File: src/rtl/branch_resolve_unit_pkg.sv
// Shared types for the branch resolve unit: compare-op encoding, predictor
// counter states and the saturating predictor step function.
package branch_pkg;

    typedef enum logic [2:0] {
        EQ  = 3'b000,
        NE  = 3'b001,
        GEZ = 3'b010,
        GTZ = 3'b011,
        LEZ = 3'b100,
        LTZ = 3'b101
    } comp_op_t;

    typedef enum logic [1:0] {
        SNT = 2'b00,
        WNT = 2'b01,
        WT  = 2'b10,
        ST  = 2'b11
    } bht_state_t;

    localparam bht_state_t BHT_RESET = WNT;

    // Two-bit saturating counter step: taken moves toward ST, not-taken toward SNT.
    function automatic bht_state_t bhtStep(input bht_state_t cur, input logic taken);
        bht_state_t nxt;
        nxt = cur;
        if (taken) begin
            if (cur != ST) nxt = bht_state_t'(cur + 2'd1);
        end else begin
            if (cur != SNT) nxt = bht_state_t'(cur - 2'd1);
        end
        return nxt;
    endfunction

endpackage

File: src/rtl/branch_resolve_unit_if.sv
// Fetch-lookup / decode-resolve bundle between the front end and the resolve unit.
interface branch_resolve_unit_if #(
    parameter int WIDTH     = 32,
    parameter int PC_WIDTH  = 32,
    parameter int CNT_WIDTH = 32
);
    logic [PC_WIDTH-1:0]  pc_f;
    logic                 pred_taken_f;
    logic                 valid_d;
    logic [PC_WIDTH-1:0]  pc_d;
    logic [WIDTH-1:0]     a_d;
    logic [WIDTH-1:0]     b_d;
    logic [2:0]           comp_op_d;
    logic                 pred_taken_d;
    logic                 stall_d;
    logic                 flush_d;
    logic                 res_valid_e;
    logic                 taken_e;
    logic                 mispredict_e;
    logic [CNT_WIDTH-1:0] branch_cnt;
    logic [CNT_WIDTH-1:0] mispred_cnt;

    modport master (
        output pc_f, valid_d, pc_d, a_d, b_d, comp_op_d, pred_taken_d, stall_d, flush_d,
        input  pred_taken_f, res_valid_e, taken_e, mispredict_e, branch_cnt, mispred_cnt
    );

    modport slave (
        input  pc_f, valid_d, pc_d, a_d, b_d, comp_op_d, pred_taken_d, stall_d, flush_d,
        output pred_taken_f, res_valid_e, taken_e, mispredict_e, branch_cnt, mispred_cnt
    );

endinterface

File: src/rtl/branch_resolve_unit_bht.sv
// Branch history table: one combinational read port, one synchronous update
// port, each entry a 2-bit saturating counter. Reads see the pre-update value.
module bht
    import branch_pkg::*;
#(
    parameter int BHT_ENTRIES = 16,
    localparam int IDX        = $clog2(BHT_ENTRIES)
) (
    input  logic           clk,
    input  logic           rst_n,
    input  logic [IDX-1:0] rdIdx,
    output logic           rdTaken,
    input  logic           updEn,
    input  logic [IDX-1:0] updIdx,
    input  logic           updTaken
);

    bht_state_t entryVal [BHT_ENTRIES];

    generate
        for (genvar gi = 0; gi < BHT_ENTRIES; gi++) begin : gEntry
            bht_state_t entryReg;
            bht_state_t entryNext;

            always_comb begin
                entryNext = entryReg;
                if (updEn && (updIdx == IDX'(gi))) entryNext = bhtStep(entryReg, updTaken);
            end

            always_ff @(posedge clk or negedge rst_n) begin
                if (!rst_n) entryReg <= BHT_RESET;
                else        entryReg <= entryNext;
            end

            assign entryVal[gi] = entryReg;
        end
    endgenerate

    // Prediction is the counter's upper bit.
    assign rdTaken = entryVal[rdIdx][1];

endmodule

File: src/rtl/branch_resolve_unit.sv
// Decode-stage branch resolution: evaluates the condition, registers the outcome
// and mispredict, updates the predictor table and keeps saturating statistics.
module branch_resolve_unit
    import branch_pkg::*;
#(
    parameter int WIDTH       = 32,
    parameter int PC_WIDTH    = 32,
    parameter int BHT_ENTRIES = 16,
    parameter int CNT_WIDTH   = 32
) (
    input logic                 clk,
    input logic                 rst_n,
    branch_resolve_unit_if.slave bus
);

    localparam int IDX = $clog2(BHT_ENTRIES);

    logic                 condNext;
    logic                 resolveNext;
    logic                 mispredNext;
    logic                 aNeg;
    logic                 aZero;
    logic                 resValidReg;
    logic                 takenReg;
    logic                 mispredReg;
    logic [CNT_WIDTH-1:0] branchCntReg;
    logic [CNT_WIDTH-1:0] mispredCntReg;
    logic                 unusedPcBits;

    assign aNeg  = bus.a_d[WIDTH-1];
    assign aZero = (bus.a_d == '0);

    always_comb begin
        condNext = 1'b0;
        case (bus.comp_op_d)
            EQ:      condNext = (bus.a_d == bus.b_d);
            NE:      condNext = (bus.a_d != bus.b_d);
            GEZ:     condNext = ~aNeg;
            GTZ:     condNext = ~aNeg & ~aZero;
            LEZ:     condNext = aNeg | aZero;
            LTZ:     condNext = aNeg;
            default: condNext = 1'b0;
        endcase
    end

    // Flush dominates stall; either one suppresses the resolve.
    assign resolveNext = bus.valid_d & ~bus.stall_d & ~bus.flush_d;
    assign mispredNext = resolveNext & (condNext != bus.pred_taken_d);

    always_ff @(posedge clk or negedge rst_n) begin
        if (!rst_n) begin
            resValidReg   <= 1'b0;
            takenReg      <= 1'b0;
            mispredReg    <= 1'b0;
            branchCntReg  <= '0;
            mispredCntReg <= '0;
        end else begin
            resValidReg <= resolveNext;
            takenReg    <= resolveNext & condNext;
            mispredReg  <= mispredNext;
            if (resolveNext && !(&branchCntReg))
                branchCntReg <= branchCntReg + CNT_WIDTH'(1);
            if (mispredNext && !(&mispredCntReg))
                mispredCntReg <= mispredCntReg + CNT_WIDTH'(1);
        end
    end

    bht #(
        .BHT_ENTRIES (BHT_ENTRIES)
    ) uBht (
        .clk      (clk),
        .rst_n    (rst_n),
        .rdIdx    (bus.pc_f[IDX+1:2]),
        .rdTaken  (bus.pred_taken_f),
        .updEn    (resolveNext),
        .updIdx   (bus.pc_d[IDX+1:2]),
        .updTaken (condNext)
    );

    assign bus.res_valid_e  = resValidReg;
    assign bus.taken_e      = takenReg;
    assign bus.mispredict_e = mispredReg;
    assign bus.branch_cnt   = branchCntReg;
    assign bus.mispred_cnt  = mispredCntReg;

    // Only the index field of each PC addresses the table.
    assign unusedPcBits = ^{bus.pc_f, bus.pc_d};

endmodule
File: src/flat_wrapper.sv
// flat-port wrapper written by rule: the top's interface ports become plain ports
module branch_resolve_unit_flat import branch_pkg::*;
#(
    parameter int WIDTH       = 32,
    parameter int PC_WIDTH    = 32,
    parameter int BHT_ENTRIES = 16,
    parameter int CNT_WIDTH   = 32
)
  (clk, rst_n, bus_pc_f, bus_valid_d, bus_pc_d, bus_a_d, bus_b_d, bus_comp_op_d, bus_pred_taken_d, bus_stall_d, bus_flush_d, bus_pred_taken_f, bus_res_valid_e, bus_taken_e, bus_mispredict_e, bus_branch_cnt, bus_mispred_cnt);
  branch_resolve_unit_if #(.WIDTH(WIDTH), .PC_WIDTH(PC_WIDTH), .CNT_WIDTH(CNT_WIDTH)) bus_i ();
  input logic clk;
  input logic rst_n;
  input wire logic [$bits(bus_i.pc_f)-1:0] bus_pc_f;
  input wire logic [$bits(bus_i.valid_d)-1:0] bus_valid_d;
  input wire logic [$bits(bus_i.pc_d)-1:0] bus_pc_d;
  input wire logic [$bits(bus_i.a_d)-1:0] bus_a_d;
  input wire logic [$bits(bus_i.b_d)-1:0] bus_b_d;
  input wire logic [$bits(bus_i.comp_op_d)-1:0] bus_comp_op_d;
  input wire logic [$bits(bus_i.pred_taken_d)-1:0] bus_pred_taken_d;
  input wire logic [$bits(bus_i.stall_d)-1:0] bus_stall_d;
  input wire logic [$bits(bus_i.flush_d)-1:0] bus_flush_d;
  output wire logic [$bits(bus_i.pred_taken_f)-1:0] bus_pred_taken_f;
  output wire logic [$bits(bus_i.res_valid_e)-1:0] bus_res_valid_e;
  output wire logic [$bits(bus_i.taken_e)-1:0] bus_taken_e;
  output wire logic [$bits(bus_i.mispredict_e)-1:0] bus_mispredict_e;
  output wire logic [$bits(bus_i.branch_cnt)-1:0] bus_branch_cnt;
  output wire logic [$bits(bus_i.mispred_cnt)-1:0] bus_mispred_cnt;
  assign bus_i.pc_f = bus_pc_f;
  assign bus_i.valid_d = bus_valid_d;
  assign bus_i.pc_d = bus_pc_d;
  assign bus_i.a_d = bus_a_d;
  assign bus_i.b_d = bus_b_d;
  assign bus_i.comp_op_d = bus_comp_op_d;
  assign bus_i.pred_taken_d = bus_pred_taken_d;
  assign bus_i.stall_d = bus_stall_d;
  assign bus_i.flush_d = bus_flush_d;
  assign bus_pred_taken_f = bus_i.pred_taken_f;
  assign bus_res_valid_e = bus_i.res_valid_e;
  assign bus_taken_e = bus_i.taken_e;
  assign bus_mispredict_e = bus_i.mispredict_e;
  assign bus_branch_cnt = bus_i.branch_cnt;
  assign bus_mispred_cnt = bus_i.mispred_cnt;
  branch_resolve_unit #(.WIDTH(WIDTH), .PC_WIDTH(PC_WIDTH), .BHT_ENTRIES(BHT_ENTRIES), .CNT_WIDTH(CNT_WIDTH)) u_core (.clk(clk), .rst_n(rst_n), .bus(bus_i));
endmodule
File: config.mk
export PLATFORM = sky130hd
export DESIGN_NAME = branch_resolve_unit_flat
export DESIGN_NICKNAME = d
export VERILOG_FILES = /design/src/rtl/branch_resolve_unit_pkg.sv /design/src/rtl/branch_resolve_unit_if.sv /design/src/rtl/branch_resolve_unit_bht.sv /design/src/rtl/branch_resolve_unit.sv /design/src/flat_wrapper.sv
export SDC_FILE = /design/constraint.sdc
export NUM_CORES = 1
export LEC_CHECK = 0
export ABC_CLOCK_PERIOD_IN_PS = 2200
export CORE_MARGIN = 4
export CORE_UTILIZATION = 45
export DETAILED_ROUTE_END_ITERATION = 6
export DONT_BUFFER_PORTS = 1
export PLACE_DENSITY = 0.74
export SETUP_SLACK_MARGIN = 0.3
export SYNTH_ARGS = -nofsm -noshare
export SYNTH_HDL_FRONTEND = slang
export SYNTH_SLANG_ARGS = --single-unit
File: constraint.sdc
create_clock -name clk -period 2.2 [get_ports clk]
set_input_delay 0.44 -clock clk [delete_from_list [all_inputs] [get_ports clk]]
set_output_delay 0.44 -clock clk [all_outputs]
set_load 0.02 [all_outputs]
# Yosys cells after proc, flatten, opt, wreduce, memory -nomap -nowiden
# Index checks and enable logic that the tools add are counted.
word_totals:
  register_bits: 99
  elab_cells: 247
  in_bits: 137
op_classes:
  muxes: 52
  reduce_logical: 73
  bitwise_logic: 11
  n_eq_ne: 55
  addsub: 34
  order_cmp: 1
op_table:
  columns: ["operator", "n"]
  rows:
  - ["two-way mux 2 bit", 50]
  - ["adder 32 x 1 -> 32 bit, second input constant", 2]
  - ["!= test 2 bit, second input constant", 32]
  - ["AND reduction 32 bit", 2]
  - ["nonzero test 2 bit", 32]
  - ["AND reduction 3 bit", 16]
  - ["adder 2 x 1 -> 2 bit, second input constant", 16]
  - ["equality test 32 bit", 1]
  - ["equality test 4 bit, second input constant", 8]
  - ["logical NOT 32 bit", 1]
  - ["!= test 32 bit", 1]
  - ["subtractor 2 x 1 -> 2 bit, second input constant", 16]
  - ["logical AND 1 bit", 18]
  - ["equality test 4 x 3 -> 1 bit, second input constant", 4]
  - ["binary-select mux 2 bit (select 4 bit)", 1]
  - ["equality test 4 x 2 -> 1 bit, second input constant", 2]
  - ["equality test 3 x 2 -> 1 bit, second input constant", 2]
  - ["equality test 3 bit, second input constant", 2]
  - ["case mux 1 bit (6 select lines)", 1]
  - ["AND 1 bit", 5]
  - ["greater-or-equal comparator 5 bit, second input constant", 1]
  - ["NOT 4 -> 5 bit", 1]
  - ["equality test 4 x 1 -> 1 bit, second input constant", 1]
  - ["logical NOT 4 bit", 1]
  - ["6 further kinds", 10]

# Depth between registers and ports, before layout
depth:
  depth_word: 7
  mapped_depth: 9

# Modules after synthesis
# A second synthesis with hierarchy kept.
hier_totals:
  hier_cells: 564
  area_unflattened_um2: 5662.9
by_module_without_submodules:
  columns: ["module", "instances", "area_each_um2", "seq_area_each_um2", "cells_per_inst"]
  rows:
  - ["branch_resolve_unit", 1, 3669.8, 1676.6, 353]
  - ["bht", 1, 1993.2, 820.8, 211]

# Worst setup path before layout
# No wires, ideal clock.
synth_timing:
  path_kind: "reg2reg"
  start: "reg u_core.mispredCntReg[7], in the netlist u_core.bus.mispred_cnt[7]"
  end: "reg u_core.mispredCntReg[1], in the netlist u_core.bus.mispred_cnt[1]"
  t_arrival_ns: 2.250
  setup_ns: 0.125
  synth_period_minus_slack_ns: 2.375
  path_buffers: 1
  required_ns: 2.075
  path_stages_with_launch: 9
  setup_slack_ns: -0.175
  path_cell_list: "dfrtp_1 and4_1 and3_1 and3_1 and4_1 clkbuf_1 a31oi_2 and2_4 mux2_4"
synth_between:
  elab_chain_len: 3
synth_lines:
  columns: ["item", "line_no", "rtl"]
  rows:
  - ["start, declared", "branch_resolve_unit.sv:27", "logic [CNT_WIDTH-1:0] mispredCntReg;"]
  - ["start signal, assigned", "branch_resolve_unit.sv:64", "mispredCntReg <= mispredCntReg + CNT_WIDTH'(1);"]
  - ["AND reduction 32 bit", "branch_resolve_unit.sv:63", "if (mispredNext && !(&mispredCntReg))"]
  - ["logical NOT 1 bit", "branch_resolve_unit.sv:63", null]
  - ["logical AND 1 bit", "branch_resolve_unit.sv:63", null]
# No other way between the ends.
# A chain may end at the register's enable or synchronous reset.

# Worst setup path in the final report
layout_timing:
  start: "reg u_core.uBht.gEntry[11].entryReg[1]"
  end: "out bus_pred_taken_f"
layout_between:
  elab_chain_len: 3
layout_lines:
  columns: ["item", "line_no", "rtl"]
  rows:
  - ["start, declared", "branch_resolve_unit_bht.sv:22", "bht_state_t entryReg;"]
  - ["start signal, assigned", "branch_resolve_unit_bht.sv:32", "else entryReg <= entryNext;"]
  - ["binary-select mux 2 bit (select 4 bit)", "branch_resolve_unit_bht.sv:40", "assign rdTaken = entryVal[rdIdx][1];"]
  - ["two-way mux 2 bit (not written as such) (2 in series)", "branch_resolve_unit_bht.sv:40", null]
  - ["end, declared", "flat_wrapper.sv:22", "output wire logic [$bits(bus_i.pred_taken_f)-1:0] bus_pred_taken_f;"]
# No other way between the ends. The select of a mux whose other input is x is not followed.

==> flow_summary_export.csv <==
group,metric,value,unit
synthesis,synthFlopType,"dfrtp_1",
setup_path,r2r-end,"u_core.bus.branch_cnt[29]",
layout,fin_area,8029,µm²
clock_tree,cts_tree,"yes",
drt,antenna_left,0,
layout,syn2layout_area_growth,50.14,%
sta,rsz0062_at_grt,"yes",
global_routing,grt_use_total,23.96,%
clock_tree,cts.reportedPaths.clkPinSlew,0.07,ns
global_routing,antenna_found_initial,0,
drt,route.detailed.drc,0,
layout,diodes,0,
place,place_hpwl,10.42,mm
drt,vias,5001,
sta,post-route-min-period,2.272,ns
sta,finalSetupViolCount,8,
sta,skew,0.01208,ns
synthesis,synth_edf_count,0,
global_routing,grt_pass1_wl,25.83,mm
sta,tns,-0.1946,ns
die,rows,39,
clock_tree,cts_buffers,9,
setup_path,reg2reg_depth,8,
setup_path,cp_data_arrival_time,1.83,ns
synthesis,synth.largest_area_cell,"dfrtp_1",
clock_tree,root_buffer,"clkbuf_16",
pwr,vdd_ir_drop_max,0.5121,mV
setup_path,rrSetupSlack,-0.04,ns
synthesis,synthCells,535,
clock_tree,h-tree-depth,3,
sta,fmax,0.4402,GHz
pwr,p_leak,3.464,nW
sta,maxSlewHeadroom,64.26,%
synthesis,netlist_area,5348,µm²
die,die-area,13690,µm²
clock_tree,clock_latency,0.35,ns
outcome,violations,"negative hold slack, negative setup slack",
die,core-area,11520,µm²
setup_path,worstPathMaxFanout,2,
synthesis,ys_warn_count,0,
setup_path,start_kind,"flip-flop",
synthesis,synth_top_area_share,38.84,%
global_routing,grt-ovfl-total,0,
pwr,power.density,588.2,nW/µm²
drt,first_pass_iters,5,
die,io_pins,205,
layout,nNetsFinal,805,
synthesis,yosys_register_bits,99,
pwr,power,4.723,mW
die,dieHeight,117.0,µm
flow_run,drv_cap,0,
synthesis,synth_nets,674,
place,port_buffers,0,
drt,avgViaCountPerCell,6.144,
synthesis,ys_types,44,
die,initial_core_util,46.44,%
outcome,status,"complete, but fails checks",
sta,post-route-period-util,103.3,%
drt,wirelength,17.63,mm
setup_path,crit-reg2reg-launch,"u_core.bus.branch_cnt[5]",
synthesis,synth-async-reset-ratio,100.0,%
setup_path,endpoint_kind,"output pin",
layout,drive_above_1_share,51.12,%
place,finalWeightedCongestion,0.8565,
setup_path,cp.required,1.76,ns
sta,setup_slack,-0.07186,ns
sta,worstMarginPinSlew,0.5320,ns
clock_tree,cts.sinks,99,
place,dpl-instance-area,6274,µm²
synthesis,syn_avg_cell_area,9.996,µm²
synthesis,yosysSeqAreaShare,46.70,%
sta,hold_violations,99,
layout,fin_util,69.72,%
global_routing,grt_start_max_net_pins,100,
sta,drv_slew,0,
layout,n_fill_cell,719,
die,die_w,117.0,µm
clock_tree,clock_path_buffers,2,
drt,avgRoutedWirePerCell,21.65,µm
sta,timing.hold.ws,-0.2153,ns
drt,drt_iter0_drc,445,
hold_path,hp-class,"in2async",
setup_path,path_class,"reg2out",
synthesis,synth_area_leaders,"dfrtp_1 39%, xnor2_1 15%, dfstp_2 7.9%",
global_routing,grt_pass1_vias,5251,
[registers in the layout, indices dropped and copies added (netlist names)]
signal	cells
u_core.bus.taken_e	1
u_core.bus.mispredict_e	1
u_core.bus.res_valid_e	1
u_core.bus.mispred_cnt	32
u_core.bus.branch_cnt	32
u_core.uBht.gEntry.entryReg	32
[layout make-up]
cell class	count	area (µm²)	share of cell area (%)
clock inverter	6	46.29	0.5766
timing repair buffer	137	1348	16.78
clock buffer	10	239.0	2.976
tap	143	178.9	2.228
multi-input combinational	401	3633	45.25
inverter	18	67.56	0.8415
sequential	99	2516	31.34
[worst max-delay path by stage]
| stage | start | endpoint | slack (ns) |
|---|---|---|---|
| floorplan | u_core.bus.branch_cnt[4] | u_core.bus.branch_cnt[29] | -0.05 |
| global placement | bus_a_d[7] | u_core.bus.mispred_cnt[1] | -0.28 |
| detailed placement | bus_a_d[7] | u_core.bus.mispred_cnt[27] | -0.38 |
| CTS | u_core.uBht.gEntry[9].entryReg[1] | bus_pred_taken_f | -0.06 |
| global route | u_core.uBht.gEntry[11].entryReg[1] | bus_pred_taken_f | -0.09 |
| finish | u_core.uBht.gEntry[11].entryReg[1] | bus_pred_taken_f | -0.07 |
[power by group]
part	switching (mW)	total, mW	internal, mW
registers	0.0783	2.07	1.99
clock network	0.737	1.55	0.809
logic	0.580	1.11	0.528
total	1.39	4.72	3.33
[repair_timing]
item                                   in CTS  in global routing
setup endpoints to repair                  94                 94
buffers inserted                           30                 16
endpoints found under the hold margin      99                 99
gates cloned                               10                  0
pin swaps                                  69                 55
gates resized for setup                   105                 86
[cells by family (layout without fill, tap and decap cells)]
logic type                 count (synthesis)  in the layout  synth area share, %
muxes                                      7              7                2.597
AOI/OAI and AO/OA                        103            103                11.02
buffers and inverters                     35            171                2.550
adders and majority gates                  3              3               0.6551
and+or+nand+nor                          193            193                20.78
xor gates and xnor gates                  95             95                15.70
DFF                                       99             99                46.70
[cell usage in the layout (no fill, tap or decap), types with 5 or more instances in the layout]
cell type   n
and2_4      5
nand2_1    18
nor3_1      6
o21ai_1    33
a21oi_2    20
mux4_2      5
nand2_4     8
and4_4      8
nand3_4    11
nand4_1    31
nor2_1     18
and4_1      5
and3_1     12
buf_16      7
xnor2_2    25
xor2_1      5
clkbuf_16   9
xnor2_1    64
buf_6      21
nand3_2    15
nand3_1     9
o21ai_2    12
nor4_4      7
a21oi_1    10
buf_12      5
dfrtp_2    15
dfstp_2    16
and3_4     15
buf_4      99
o211ai_1   15
dfrtp_1    68
buf_8       5
inv_1      18
[through the flow]
step,cells,setup slack (ns)
global placement,742,-0.2829
global route,814,-0.09457
floorplan,535,-0.05052
finish,814,-0.07186
detailed placement,742,-0.3777
CTS,798,-0.05810
[routing by layer]
metal	track usage, %	part of all wire (%)	up-vias
li1	-	-	2207
met1	26.37	35	2452
met2	43.00	53	280
met3	6.375	8.1	62
met4	11.09	3.7	0
met5	0	0	-
[worst max-delay path, stage by stage (launching register included)]
cell and delay (ns):
dfrtp_1 0.40, mux4_2 0.52, mux4_2 0.56
[synth_stat cells (all sizes together), types with 3 or more instances]
master	count
inv	18
o21ai	48
xnor2	90
dfstp	16
and3	27
nor2	21
nor3	7
mux4	5
and2	8
clkbuf	13
xor2	5
a31oi	3
and4	13
a21oi	32
nor4	11
o211ai	15
nand4	31
nand3	35
buf	4
dfrtp	83
nand2	30
(Power assumes the default switching activity.)
